**config.mk**
```make
export PLATFORM = sky130hd
export DESIGN_NAME = fps_link_mux_flat
export DESIGN_NICKNAME = d
export VERILOG_FILES = /design/src/rtl/fps_link_mux_if.sv /design/src/rtl/fps_link_mux.sv /design/src/flat_wrapper.sv
export SDC_FILE = /design/constraint.sdc
export NUM_CORES = 1
export LEC_CHECK = 0
export ABC_AREA = 1
export CAP_MARGIN = 0
export CELL_PAD_IN_SITES_DETAIL_PLACEMENT = 0
export CELL_PAD_IN_SITES_GLOBAL_PLACEMENT = 1
export CORE_MARGIN = 10
export CORE_UTILIZATION = 41
export DETAILED_ROUTE_END_ITERATION = 12
export GPL_TIMING_DRIVEN = 0
export PLACE_DENSITY = 0.86
export SETUP_SLACK_MARGIN = 0.4
export SYNTH_ARGS = -nofsm -noshare
export SYNTH_HDL_FRONTEND = slang
export SYNTH_SLANG_ARGS = --single-unit
```
**constraint.sdc**
```tcl
create_clock -name clk -period 2.45 [get_ports clk]
set_input_delay 0.245 -clock clk [delete_from_list [all_inputs] [get_ports clk]]
set_output_delay 0.245 -clock clk [all_outputs]
set_load 0.03 [all_outputs]
```
**src/rtl/fps_link_mux_if.sv**
```systemverilog
// Output stream of the link mux: one forwarded node packet per strobe.
// master drives the stream, slave consumes it.
interface fps_link_mux_if #(
  parameter int INTERLOCKS_PER_NODE = 64,
  parameter int ACQ_INDEX_WIDTH     = 6
);
  logic                           newDataStrobe;
  logic [ACQ_INDEX_WIDTH-1:0]     acqIndex;
  logic [INTERLOCKS_PER_NODE-1:0] inputState;
  logic [INTERLOCKS_PER_NODE-1:0] inputTransitions;

  modport master (output newDataStrobe, acqIndex, inputState, inputTransitions);
  modport slave  (input  newDataStrobe, acqIndex, inputState, inputTransitions);
endinterface

```
**src/rtl/fps_link_mux.sv**
```systemverilog
// fps_link_mux: buffers one decoded node packet per link receiver and
// round-robin forwards them onto a single interlock stream. Tracks per-node
// staleness with a shared tick prescaler and flags per-link overruns.
// Optional: define LINK_MUX_OVERRUN_COUNT_EN for saturating 16-bit per-link
// overrun counters; otherwise overrunCount reads as zero.
module fps_link_mux #(
  parameter int MAX_LINK_COUNT      = 2,
  parameter int NODES_PER_LINK      = 32,
  parameter int INTERLOCKS_PER_NODE = 64,
  parameter int ACQ_INDEX_WIDTH     = 6,
  parameter int STALE_TICK_CYCLES   = 1000,
  parameter int STALE_TICKS         = 4
) (
  input  logic                                             clk,
  input  logic                                             resetN,
  input  logic [MAX_LINK_COUNT-1:0]                        linkUp,
  input  logic [MAX_LINK_COUNT-1:0]                        linkStrobe,
  input  logic [MAX_LINK_COUNT*$clog2(NODES_PER_LINK)-1:0] linkNode,
  input  logic [MAX_LINK_COUNT*INTERLOCKS_PER_NODE-1:0]    linkState,
  input  logic [MAX_LINK_COUNT*INTERLOCKS_PER_NODE-1:0]    linkTransitions,
  input  logic                                             overrunClear,
  fps_link_mux_if.master                                   out_bus,
  output logic [NODES_PER_LINK*MAX_LINK_COUNT-1:0]         staleNodes,
  output logic [MAX_LINK_COUNT-1:0]                        overrunLinks,
  output logic [MAX_LINK_COUNT*16-1:0]                     overrunCount
);
  localparam int NODE_W     = $clog2(NODES_PER_LINK);
  localparam int PTR_W      = (MAX_LINK_COUNT > 1) ? $clog2(MAX_LINK_COUNT) : 1;
  localparam int PRESC_W    = (STALE_TICK_CYCLES > 1) ? $clog2(STALE_TICK_CYCLES) : 1;
  localparam int NODE_TOTAL = NODES_PER_LINK * MAX_LINK_COUNT;

  logic [MAX_LINK_COUNT-1:0]      hold_full;
  logic [NODE_W-1:0]              hold_node  [MAX_LINK_COUNT];
  logic [INTERLOCKS_PER_NODE-1:0] hold_state [MAX_LINK_COUNT];
  logic [INTERLOCKS_PER_NODE-1:0] hold_trans [MAX_LINK_COUNT];
  logic [MAX_LINK_COUNT-1:0]      eligible;
  logic [MAX_LINK_COUNT-1:0]      grant_oh;
  logic [MAX_LINK_COUNT-1:0]      overrun_ev;
  logic [MAX_LINK_COUNT-1:0]      overrun_q;
  logic                           grant_vld;
  logic [PTR_W-1:0]               grant_idx;
  logic [PTR_W-1:0]               ptr_q;
  logic [ACQ_INDEX_WIDTH-1:0]     grant_acq;
  logic [PRESC_W-1:0]             presc_q;
  logic                           tick;
  logic                           out_strobe_q;
  logic [ACQ_INDEX_WIDTH-1:0]     out_acq_q;
  logic [INTERLOCKS_PER_NODE-1:0] out_state_q;
  logic [INTERLOCKS_PER_NODE-1:0] out_trans_q;

  // A link that is down cannot be granted; its buffered packet is dropped.
  assign eligible = hold_full & linkUp;

  // Round-robin search: first eligible link at or after the pointer, wrapping.
  always_comb begin : arb
    int k;
    grant_vld = 1'b0;
    grant_idx = '0;
    k         = 0;
    for (int i = 0; i < MAX_LINK_COUNT; i++) begin
      k = int'(ptr_q) + i;
      if (k >= MAX_LINK_COUNT) k = k - MAX_LINK_COUNT;
      if (!grant_vld && eligible[k]) begin
        grant_vld = 1'b1;
        grant_idx = PTR_W'(k);
      end
    end
  end

  assign grant_oh  = grant_vld ? (MAX_LINK_COUNT'(1) << grant_idx) : '0;
  assign grant_acq = ACQ_INDEX_WIDTH'(int'(grant_idx) * NODES_PER_LINK + int'(hold_node[grant_idx]));
  assign tick      = (presc_q == PRESC_W'(STALE_TICK_CYCLES - 1));

  genvar gi;
  for (gi = 0; gi < MAX_LINK_COUNT; gi++) begin : g_link
    logic                           full_q;
    logic [NODE_W-1:0]              node_q;
    logic [INTERLOCKS_PER_NODE-1:0] state_q;
    logic [INTERLOCKS_PER_NODE-1:0] trans_q;

    // Holding register: a new strobe always wins, grant empties, link-down flushes.
    always_ff @(posedge clk or negedge resetN) begin
      if (!resetN) begin
        full_q  <= 1'b0;
        node_q  <= '0;
        state_q <= '0;
        trans_q <= '0;
      end else if (!linkUp[gi]) begin
        full_q <= 1'b0;
      end else if (linkStrobe[gi]) begin
        full_q  <= 1'b1;
        node_q  <= linkNode[gi*NODE_W +: NODE_W];
        state_q <= linkState[gi*INTERLOCKS_PER_NODE +: INTERLOCKS_PER_NODE];
        trans_q <= linkTransitions[gi*INTERLOCKS_PER_NODE +: INTERLOCKS_PER_NODE];
      end else if (grant_oh[gi]) begin
        full_q <= 1'b0;
      end
    end

    assign hold_full[gi]  = full_q;
    assign hold_node[gi]  = node_q;
    assign hold_state[gi] = state_q;
    assign hold_trans[gi] = trans_q;
    // A packet is lost only when the buffered one is not leaving this cycle.
    assign overrun_ev[gi] = linkUp[gi] & linkStrobe[gi] & full_q & ~grant_oh[gi];

`ifdef LINK_MUX_OVERRUN_COUNT_EN
    logic [15:0] cnt_q;
    // Saturating overrun counter; an event in the clear cycle counts as 1.
    always_ff @(posedge clk or negedge resetN) begin
      if (!resetN) cnt_q <= '0;
      else if (overrunClear) cnt_q <= {15'd0, overrun_ev[gi]};
      else if (overrun_ev[gi] && cnt_q != 16'hFFFF) cnt_q <= cnt_q + 16'd1;
    end
    assign overrunCount[gi*16 +: 16] = cnt_q;
`else
    assign overrunCount[gi*16 +: 16] = 16'd0;
`endif
  end

  // Sticky overrun flags; a new event beats a simultaneous clear.
  always_ff @(posedge clk or negedge resetN) begin
    if (!resetN) overrun_q <= '0;
    else overrun_q <= (overrunClear ? '0 : overrun_q) | overrun_ev;
  end

  // Arbiter pointer advances past the granted link.
  always_ff @(posedge clk or negedge resetN) begin
    if (!resetN) ptr_q <= '0;
    else if (grant_vld) ptr_q <= (int'(grant_idx) == MAX_LINK_COUNT - 1) ? '0 : grant_idx + 1'b1;
  end

  // Forwarded packet register; bus holds its last value when idle.
  always_ff @(posedge clk or negedge resetN) begin
    if (!resetN) begin
      out_strobe_q <= 1'b0;
      out_acq_q    <= '0;
      out_state_q  <= '0;
      out_trans_q  <= '0;
    end else begin
      out_strobe_q <= grant_vld;
      if (grant_vld) begin
        out_acq_q   <= grant_acq;
        out_state_q <= hold_state[grant_idx];
        out_trans_q <= hold_trans[grant_idx];
      end
    end
  end

  // Free-running prescaler producing the staleness tick.
  always_ff @(posedge clk or negedge resetN) begin
    if (!resetN) presc_q <= '0;
    else presc_q <= tick ? '0 : presc_q + 1'b1;
  end

  for (gi = 0; gi < NODE_TOTAL; gi++) begin : g_node
    logic [3:0] timer_q;
    logic [3:0] timer_d;
    logic       stale_q;
    logic       reload;

    assign reload = grant_vld && (grant_acq == ACQ_INDEX_WIDTH'(gi));

    // Timer next state: link-down clears, reload beats tick, tick counts down to 0.
    always_comb begin
      timer_d = timer_q;
      if (!linkUp[gi / NODES_PER_LINK]) timer_d = 4'd0;
      else if (reload) timer_d = 4'(STALE_TICKS);
      else if (tick && timer_q != 4'd0) timer_d = timer_q - 4'd1;
    end

    // Stale flag registered alongside the timer so it clears with the strobe.
    always_ff @(posedge clk or negedge resetN) begin
      if (!resetN) begin
        timer_q <= 4'd0;
        stale_q <= 1'b1;
      end else begin
        timer_q <= timer_d;
        stale_q <= (timer_d == 4'd0);
      end
    end

    assign staleNodes[gi] = stale_q;
  end

  assign overrunLinks             = overrun_q;
  assign out_bus.newDataStrobe    = out_strobe_q;
  assign out_bus.acqIndex         = out_acq_q;
  assign out_bus.inputState       = out_state_q;
  assign out_bus.inputTransitions = out_trans_q;
endmodule

```
**src/flat_wrapper.sv**
```systemverilog
// flat-port wrapper written by rule: the top's interface ports become plain ports
module fps_link_mux_flat 
#(
  parameter int MAX_LINK_COUNT      = 2,
  parameter int NODES_PER_LINK      = 32,
  parameter int INTERLOCKS_PER_NODE = 64,
  parameter int ACQ_INDEX_WIDTH     = 6,
  parameter int STALE_TICK_CYCLES   = 1000,
  parameter int STALE_TICKS         = 4
)
  (clk, resetN, linkUp, linkStrobe, linkNode, linkState, linkTransitions, overrunClear, staleNodes, overrunLinks, overrunCount, out_bus_newDataStrobe, out_bus_acqIndex, out_bus_inputState, out_bus_inputTransitions);
  fps_link_mux_if #(.INTERLOCKS_PER_NODE(INTERLOCKS_PER_NODE), .ACQ_INDEX_WIDTH(ACQ_INDEX_WIDTH)) out_bus_i ();
  input  logic clk;
  input  logic resetN;
  input  logic [MAX_LINK_COUNT-1:0] linkUp;
  input  logic [MAX_LINK_COUNT-1:0] linkStrobe;
  input  logic [MAX_LINK_COUNT*$clog2(NODES_PER_LINK)-1:0] linkNode;
  input  logic [MAX_LINK_COUNT*INTERLOCKS_PER_NODE-1:0] linkState;
  input  logic [MAX_LINK_COUNT*INTERLOCKS_PER_NODE-1:0] linkTransitions;
  input  logic overrunClear;
  output logic [NODES_PER_LINK*MAX_LINK_COUNT-1:0] staleNodes;
  output logic [MAX_LINK_COUNT-1:0] overrunLinks;
  output logic [MAX_LINK_COUNT*16-1:0] overrunCount;
  output wire logic [$bits(out_bus_i.newDataStrobe)-1:0] out_bus_newDataStrobe;
  output wire logic [$bits(out_bus_i.acqIndex)-1:0] out_bus_acqIndex;
  output wire logic [$bits(out_bus_i.inputState)-1:0] out_bus_inputState;
  output wire logic [$bits(out_bus_i.inputTransitions)-1:0] out_bus_inputTransitions;
  assign out_bus_newDataStrobe = out_bus_i.newDataStrobe;
  assign out_bus_acqIndex = out_bus_i.acqIndex;
  assign out_bus_inputState = out_bus_i.inputState;
  assign out_bus_inputTransitions = out_bus_i.inputTransitions;
  fps_link_mux #(.MAX_LINK_COUNT(MAX_LINK_COUNT), .NODES_PER_LINK(NODES_PER_LINK), .INTERLOCKS_PER_NODE(INTERLOCKS_PER_NODE), .ACQ_INDEX_WIDTH(ACQ_INDEX_WIDTH), .STALE_TICK_CYCLES(STALE_TICK_CYCLES), .STALE_TICKS(STALE_TICKS)) u_core (.clk(clk), .resetN(resetN), .linkUp(linkUp), .linkStrobe(linkStrobe), .linkNode(linkNode), .linkState(linkState), .linkTransitions(linkTransitions), .overrunClear(overrunClear), .out_bus(out_bus_i), .staleNodes(staleNodes), .overrunLinks(overrunLinks), .overrunCount(overrunCount));
endmodule
```
After elaboration in Yosys (flattened, before gate mapping)
Index checks and enable logic that the tools add are counted.
W data, S select, Z words.
{"block": "totals", "regBits": 736, "out_inout_bits": 233, "wordCells": 780, "inputBits": 273}
{"block": "op_classes", "n_mux": 223, "n_eq_ne": 66, "shifts": 1, "n_reduce_logical": 261, "bitwise_logic": 11, "magnitude_cmp": 5, "add_sub_neg": 70}
{"cell": "$mux W4", "n": 192}
{"cell": "$mux W64", "n": 6}
{"cell": "$logic_not A4 Y1", "n": 64}
{"cell": "$reduce_bool A4 Y1", "n": 64}
{"cell": "$sub A4 B1 Y4 const B", "n": 64}
{"cell": "$eq A6 B6 Y1 const B", "n": 32}
{"cell": "$logic_and A1 B1 Y1", "n": 129}
{"cell": "$eq A6 B5 Y1 const B", "n": 16}
{"cell": "$lt A32 B3 Y1 const B", "n": 2}
{"cell": "$mux W32", "n": 2}
{"cell": "$eq A6 B4 Y1 const B", "n": 8}
{"cell": "$ge A32 B3 Y1 const B", "n": 1}
{"cell": "$sub A32 B3 Y32 const B", "n": 1}
{"cell": "$eq A6 B3 Y1 const B", "n": 4}
{"cell": "$mux W1", "n": 17}
{"cell": "$mux W5", "n": 3}
{"cell": "$eq A6 B2 Y1 const B", "n": 2}
{"cell": "$add A10 B1 Y10 const B", "n": 1}
{"cell": "$eq A10 B10 Y1 const B", "n": 1}
{"cell": "$mux W10", "n": 1}
{"cell": "$add A6 B5 Y6", "n": 1}
{"cell": "$and A1 B1 Y1", "n": 6}
{"cell": "$eq A6 B1 Y1 const B", "n": 1}
{"cell": "$logic_not A6 Y1", "n": 1}
{"cell": "14 further kinds", "n": 18}

Depth between registers and ports, before layout
Gate-level depths: netlist of the first run.
{"block": "logic_depth", "depth_word": 19, "depth_mapped": 14, "depth_no_buf": 14}

Worst setup path before layout of the first run
Ideal clock, no wire load.
{"block": "synth_path", "path_type": "reg2reg", "from": "reg u_core.presc_q[0]", "to": "reg u_core.g_node[0].stale_q", "t_required_ns": 2.383, "stages_incl_launch_ff": 12, "n_path_buf": 2, "period_less_slack_ns": 1.823, "path_slack_ns": 0.627, "setup_time_ns": 0.067, "t_arrival_ns": 1.756, "path_cell_list": "dfrtp_1 > ha_1 > nand2_1 > nor2_1 > nand3_1 > inv_2 > buf_2 > clkbuf_1 > o21ai_0 > nand3_1 > nand2_1 > nor2_1"}
{"block": "synth_via", "elab_chain_len": 6}
{"item": "start, declared", "line": "fps_link_mux.sv:44", "source": "logic [PRESC_W-1:0] presc_q;"}
{"item": "start signal, assigned", "line": "fps_link_mux.sv:153", "source": "else presc_q <= tick ? '0 : presc_q + 1'b1;"}
{"item": "$eq A10 B10 Y1", "line": "fps_link_mux.sv:72", "source": "assign tick = (presc_q == PRESC_W'(STALE_TICK_CYCLES - 1));"}
{"item": "$logic_and A1 B1 Y1", "line": "fps_link_mux.sv:169", "source": "else if (tick && timer_q != 4'd0) timer_d = timer_q - 4'd1;"}
{"item": "$mux W4", "line": "fps_link_mux.sv:169"}
{"item": "$mux W4", "line": "fps_link_mux.sv:168", "source": "else if (reload) timer_d = 4'(STALE_TICKS);"}
{"item": "$mux W4", "line": "fps_link_mux.sv:167", "source": "if (!linkUp[gi / NODES_PER_LINK]) timer_d = 4'd0;"}
{"item": "$logic_not A4 Y1", "line": "fps_link_mux.sv:179", "source": "stale_q <= (timer_d == 4'd0);"}
{"item": "end signal, assigned", "line": "fps_link_mux.sv:179"}
{"item": "end, declared", "line": "fps_link_mux.sv:159", "source": "logic stale_q;"}
Every way passes these cells.
A chain may end at the register's enable or synchronous reset.

Final worst setup path of the first run
{"block": "layout_path", "from": "in linkUp[1]", "to": "reg u_core.g_node[63].stale_q"}
{"block": "layout_via", "elab_chain_len": 18, "elab_cells_between_ends": 23}
{"item": "start, declared", "line": "flat_wrapper.sv:15", "source": "input logic [MAX_LINK_COUNT-1:0] linkUp;"}
{"item": "$and A2 B2 Y2", "line": "fps_link_mux.sv:52", "source": "assign eligible = hold_full & linkUp;"}
{"item": "$mux W1 (not written as such) (3 in series)", "line": "fps_link_mux.sv:63", "source": "if (!grant_vld && eligible[k]) begin"}
{"item": "$mux W1", "line": "fps_link_mux.sv:63"}
{"item": "$logic_not A1 Y1", "line": "fps_link_mux.sv:63"}
{"item": "$logic_and A1 B1 Y1", "line": "fps_link_mux.sv:63"}
{"item": "$mux W1", "line": "fps_link_mux.sv:63"}
{"item": "$not A1 Y2 (not written as such)", "line": "fps_link_mux.sv:71", "source": "assign grant_acq = ACQ_INDEX_WIDTH'(int'(grant_idx) * NODES_PER_LINK + int'(hold_node[grant_idx]));"}
{"item": "$mux W5 (not written as such) (3 in series)", "line": "fps_link_mux.sv:71"}
{"item": "$add A6 B5 Y6", "line": "fps_link_mux.sv:71"}
{"item": "$eq A6 B6 Y1", "line": "fps_link_mux.sv:162", "source": "assign reload = grant_vld && (grant_acq == ACQ_INDEX_WIDTH'(gi));"}
{"item": "$logic_and A1 B1 Y1", "line": "fps_link_mux.sv:162"}
{"item": "$mux W4", "line": "fps_link_mux.sv:168"}
{"item": "$mux W4 (*)", "line": "fps_link_mux.sv:167"}
{"item": "$logic_not A4 Y1 (*)", "line": "fps_link_mux.sv:179"}
{"item": "end signal, assigned", "line": "fps_link_mux.sv:179"}
{"item": "end, declared", "line": "fps_link_mux.sv:159"}
Mark *: on every way between the ends. The rest lies on a longest branch, timed or not. The select of a mux whose other input is x is not followed.

==> results of run 1 <==
==> per-stage QoR <==
stage	area, um^2	power (mW)	hold WS (ps)	setup TNS, ps	worst slack [ps]
2_1_floorplan	37200	17.0	-50.6	0	627
3_3_place_gp	43400	19.7	442	-	-33370
3_5_place_dp	43600	19.8	253	-297980	-912
4_1_cts	47700	33.1	-451	0	355
5_1_grt	48900	34.1	-431	0	237
6_report	48900	32.9	-455	0	292
==> power groups by stage <==
stage	Sequential (mW)	Clock, mW	Combinational (mW)
final	14.0	13.0	5.92
after global routing	14.1	13.7	6.29
after CTS	14.0	13.2	5.88
after detailed placement	14.2	0	5.65
after global placement	14.2	0	5.50
after floorplan	15.1	0	1.92
==> cells in the final DEF (no fill, tap or decap), types with 129 or more instances in the layout <==
cell and count:
nand2_1 1171, buf_4 144, nand3_1 389, clkdlybuf4s50_1 357, dfrtp_1 672, a31oi_1 129
inv_1 614, mux2_2 259, nor2_1 308, nand4_1 181
==> cells by family after synthesis <==
group                    synth area share, %
multiplexers                            7.86
XOR/XNOR                              0.0472
adder cells (fa/ha/maj)                 2.19
flip-flops                              49.8
buffers and inverters                   10.5
other                                 0.0101
AO/OA/AOI/OAI                           4.05
AND/OR/NAND/NOR                         25.5
==> final cells by class <==
| class | instances | share of cell area, % |
|---|---|---|
| Antenna cell | 9 | 0.0461 |
| Buffer | 293 | 4.65 |
| Clock buffer | 124 | 5.02 |
| Clock inverter | 25 | 0.750 |
| Inverter | 623 | 4.81 |
| Multi-Input combinational cell | 2851 | 31.9 |
| Sequential cell | 736 | 37.8 |
| Tap cell | 1176 | 3.01 |
| Timing Repair Buffer | 552 | 12.0 |
| Timing Repair inverter | 1 | 0.0179 |
==> repair_timing <==
action / in CTS / in global routing
cloned: 4 / 14
hold endpoints to repair: 67 / 67
setup buffers: 30 / 26
resized for setup: 394 / 228
endpoints found under the setup margin: 588 / 374
pin swaps: 21 / 84
==> state kept, by name, indices dropped and copies added (netlist names) <==
| name | flops |
|---|---|
| u_core.out_bus.acqIndex | 6 |
| u_core.g_node.timer_q | 256 |
| u_core.out_bus.newDataStrobe | 1 |
| u_core.g_link.trans_q | 128 |
| u_core.ptr_q | 1 |
| u_core.presc_q | 10 |
| u_core.g_link.node_q | 10 |
| u_core.out_bus.inputState | 64 |
| u_core.g_node.stale_q | 64 |
| u_core.g_link.full_q | 2 |
| u_core.overrunLinks | 2 |
| u_core.g_link.state_q | 128 |
| u_core.out_bus.inputTransitions | 64 |
==> synth_stat cells <==
cell	number	area, um^2
and3_1	1	6.26
nor3_1	4	20.0
a21oi_1	11	55.1
buf_4	102	766
nor2_1	353	1330
xnor2_1	1	8.76
inv_1	618	2320
o22ai_1	1	6.26
inv_2	5	18.8
dfrtp_1	672	16800
a31oi_1	129	807
conb_1	1	3.75
nand4_1	181	1130
ha_1	65	813
clkbuf_1	134	503
nor2_4	6	67.6
o21ai_0	125	626
nor3_4	1	16.3
nand2_1	1220	4580
xor2_1	1	8.76
nand2_2	3	18.8
dfstp_2	64	1680
nor2_2	5	31.3
o21a_1	1	7.51
nand3_1	449	2250
mux2_2	259	2920
buf_6	4	45.0
nand3b_1	2	15.0
buf_1	17	63.8
nand3_2	1	10.0
buf_2	36	180
==> worst paths after layout <==
kind	startpoint	endpoint	slack [ps]	cells past startpoint
setup / recovery	linkUp[1]	u_core.g_node[63].stale_q	290	8
hold / removal	resetN	u_core.g_node[6].timer_q[1]	-450	1
setup reg to reg	u_core.presc_q[1]	u_core.g_node[58].stale_q	320	13
hold reg to reg	u_core.out_bus.acqIndex[5]	u_core.out_bus.acqIndex[5]	470	2
max in group asynchronous	resetN	u_core.g_node[42].stale_q	770	5
min in group clk	linkUp[0]	u_core.g_link[0].full_q	100	3
==> per-layer routing <==
metal	vias to the layer above	track usage [%]	share of wire, %	wire [um]
met5	-	0	0.19	241
met1	15900	27.6	38	48900
met2	1188	40.8	49	62700
met4	40	7.46	2.8	3620
li1	15600	-	-	-
met3	268	8.13	9.4	12000
==> flow_metrics.env, run 1 <==
export IMPL_outcome="finished, violations left"
export IMPL_failed_checks="negative hold slack"
export IMPL_cp_max_fo=10
export IMPL_p_leak_nw=25.3
export IMPL_dieArea_um2=103000
export IMPL_stdcell_count=6390
export IMPL_grtUsageTotal_pct=23.7
export IMPL_area_growth_pct=31.7
export IMPL_clockPowerShare_pct=39.4
export IMPL_die_w_um=321
export IMPL_portBuffers=472
export IMPL_netlist_area_um2=37100
export IMPL_p_seq_share_pct=42.6
export IMPL_hp_class="input pin to async pin"
export IMPL_fin_nets=5479
export IMPL_htree_levels=3
export IMPL_period_needed_ps=2160
export IMPL_crit_slowest_cell="clkbuf_1"
export IMPL_multi_input_area_um2=15600
export IMPL_clk_latency_ps=670
export IMPL_fmax_ghz=0.463
export IMPL_cp_cell_sequence="clkdlybuf4s50_1 > inv_1 > clkbuf_1 > clkbuf_1 > nor2_1 > nand2_2 > nand2_2 > nor2_4"
export IMPL_power_switching_mw=9.47
export IMPL_dp_cells=6158
export IMPL_maxSlewHeadroom_pct=33.2
export IMPL_final_util_pct=54.4
export IMPL_die_y_um=321
export IMPL_drt_wl_total_mm=127
export IMPL_grt_pass1_vias=32000
export IMPL_ios=506
export IMPL_irDropWorstVdd_mv=0.584
export IMPL_fin_crit_sh_pct=88.1
export IMPL_end_kind="flop"
export IMPL_max_stage_delay_ps=650
export IMPL_final_layout_size_suffix_gt1_share_pct=17.8
export IMPL_rsz0062_at_grt="true"
export IMPL_fin_skew_ps=25.3
export IMPL_coreArea_um2=89900
export IMPL_whs_ps=-455
export IMPL_ys_seq_area_share_pct=49.8
export IMPL_wl_per_cell_um=19.9
export IMPL_arrival_ps=2720
export IMPL_critPathBufInv=4
export IMPL_syn_area_per_cell_um2=8.30
export IMPL_synth_cell_types=31
export IMPL_grt_overflow=0
export IMPL_maxCapViolCount=0
export IMPL_critPathRequiredTime_ps=3010
export IMPL_ys_warn_count=0
export IMPL_internal_power_mw=23.4
export IMPL_grt_max_degree=120
export IMPL_clock_sinks=736
export IMPL_drt_first_iter_violations=2459
export IMPL_via_count=33000
export IMPL_initial_utilization_pct=41.3
export IMPL_hold_viol=80
export IMPL_grt_pass1_wl_mm=190
export IMPL_crit_type="input pin to flop"
export IMPL_clk_pin_slew_ps=60
export IMPL_cp_top_family="buffers and inverters"
export IMPL_synth_seq_cells=736
export IMPL_viasPerCell=5.16
export IMPL_antenna_found_initial=32
export IMPL_setup_violations=0
export IMPL_std_cell_rows=110
export IMPL_comb_power_share_pct=18.0
export IMPL_fill_cells=8137
export IMPL_cts_root_buffer="clkbuf_16"
export IMPL_start_kind="input pin"
export IMPL_synthCells=4472
export IMPL_cts_tree="yes"
export IMPL_max_slew_worst_pin_slew_ps=1000
export IMPL_slew_viol_final=0
export IMPL_dpl_hpwl_mm=88.9
export IMPL_cts_buffers=83
export IMPL_drc=0
export IMPL_cts_max_path_buffers=3
export IMPL_register_area_um2=18500
export IMPL_gp_congestion=0.866
export IMPL_detail_route_antenna_nets=0
export IMPL_drt_pass1_iterations=5
export IMPL_p_per_area_nw_per_um2=673
export IMPL_netSwitchingFraction_pct=28.8
Power figures use the tool's default switching activity.
==> inputs of run 2 (changes only) <==
--- a/config.mk
+++ b/config.mk
@@ -6,6 +6,7 @@
 export NUM_CORES = 1
 export LEC_CHECK = 0
 export ABC_AREA = 1
+export ABC_CLOCK_PERIOD_IN_PS = 2450
 export CAP_MARGIN = 0
 export CELL_PAD_IN_SITES_DETAIL_PLACEMENT = 0
 export CELL_PAD_IN_SITES_GLOBAL_PLACEMENT = 1
==> results of run 2 <==
The final DEF is identical to that of run 1; final timing and power are the same.
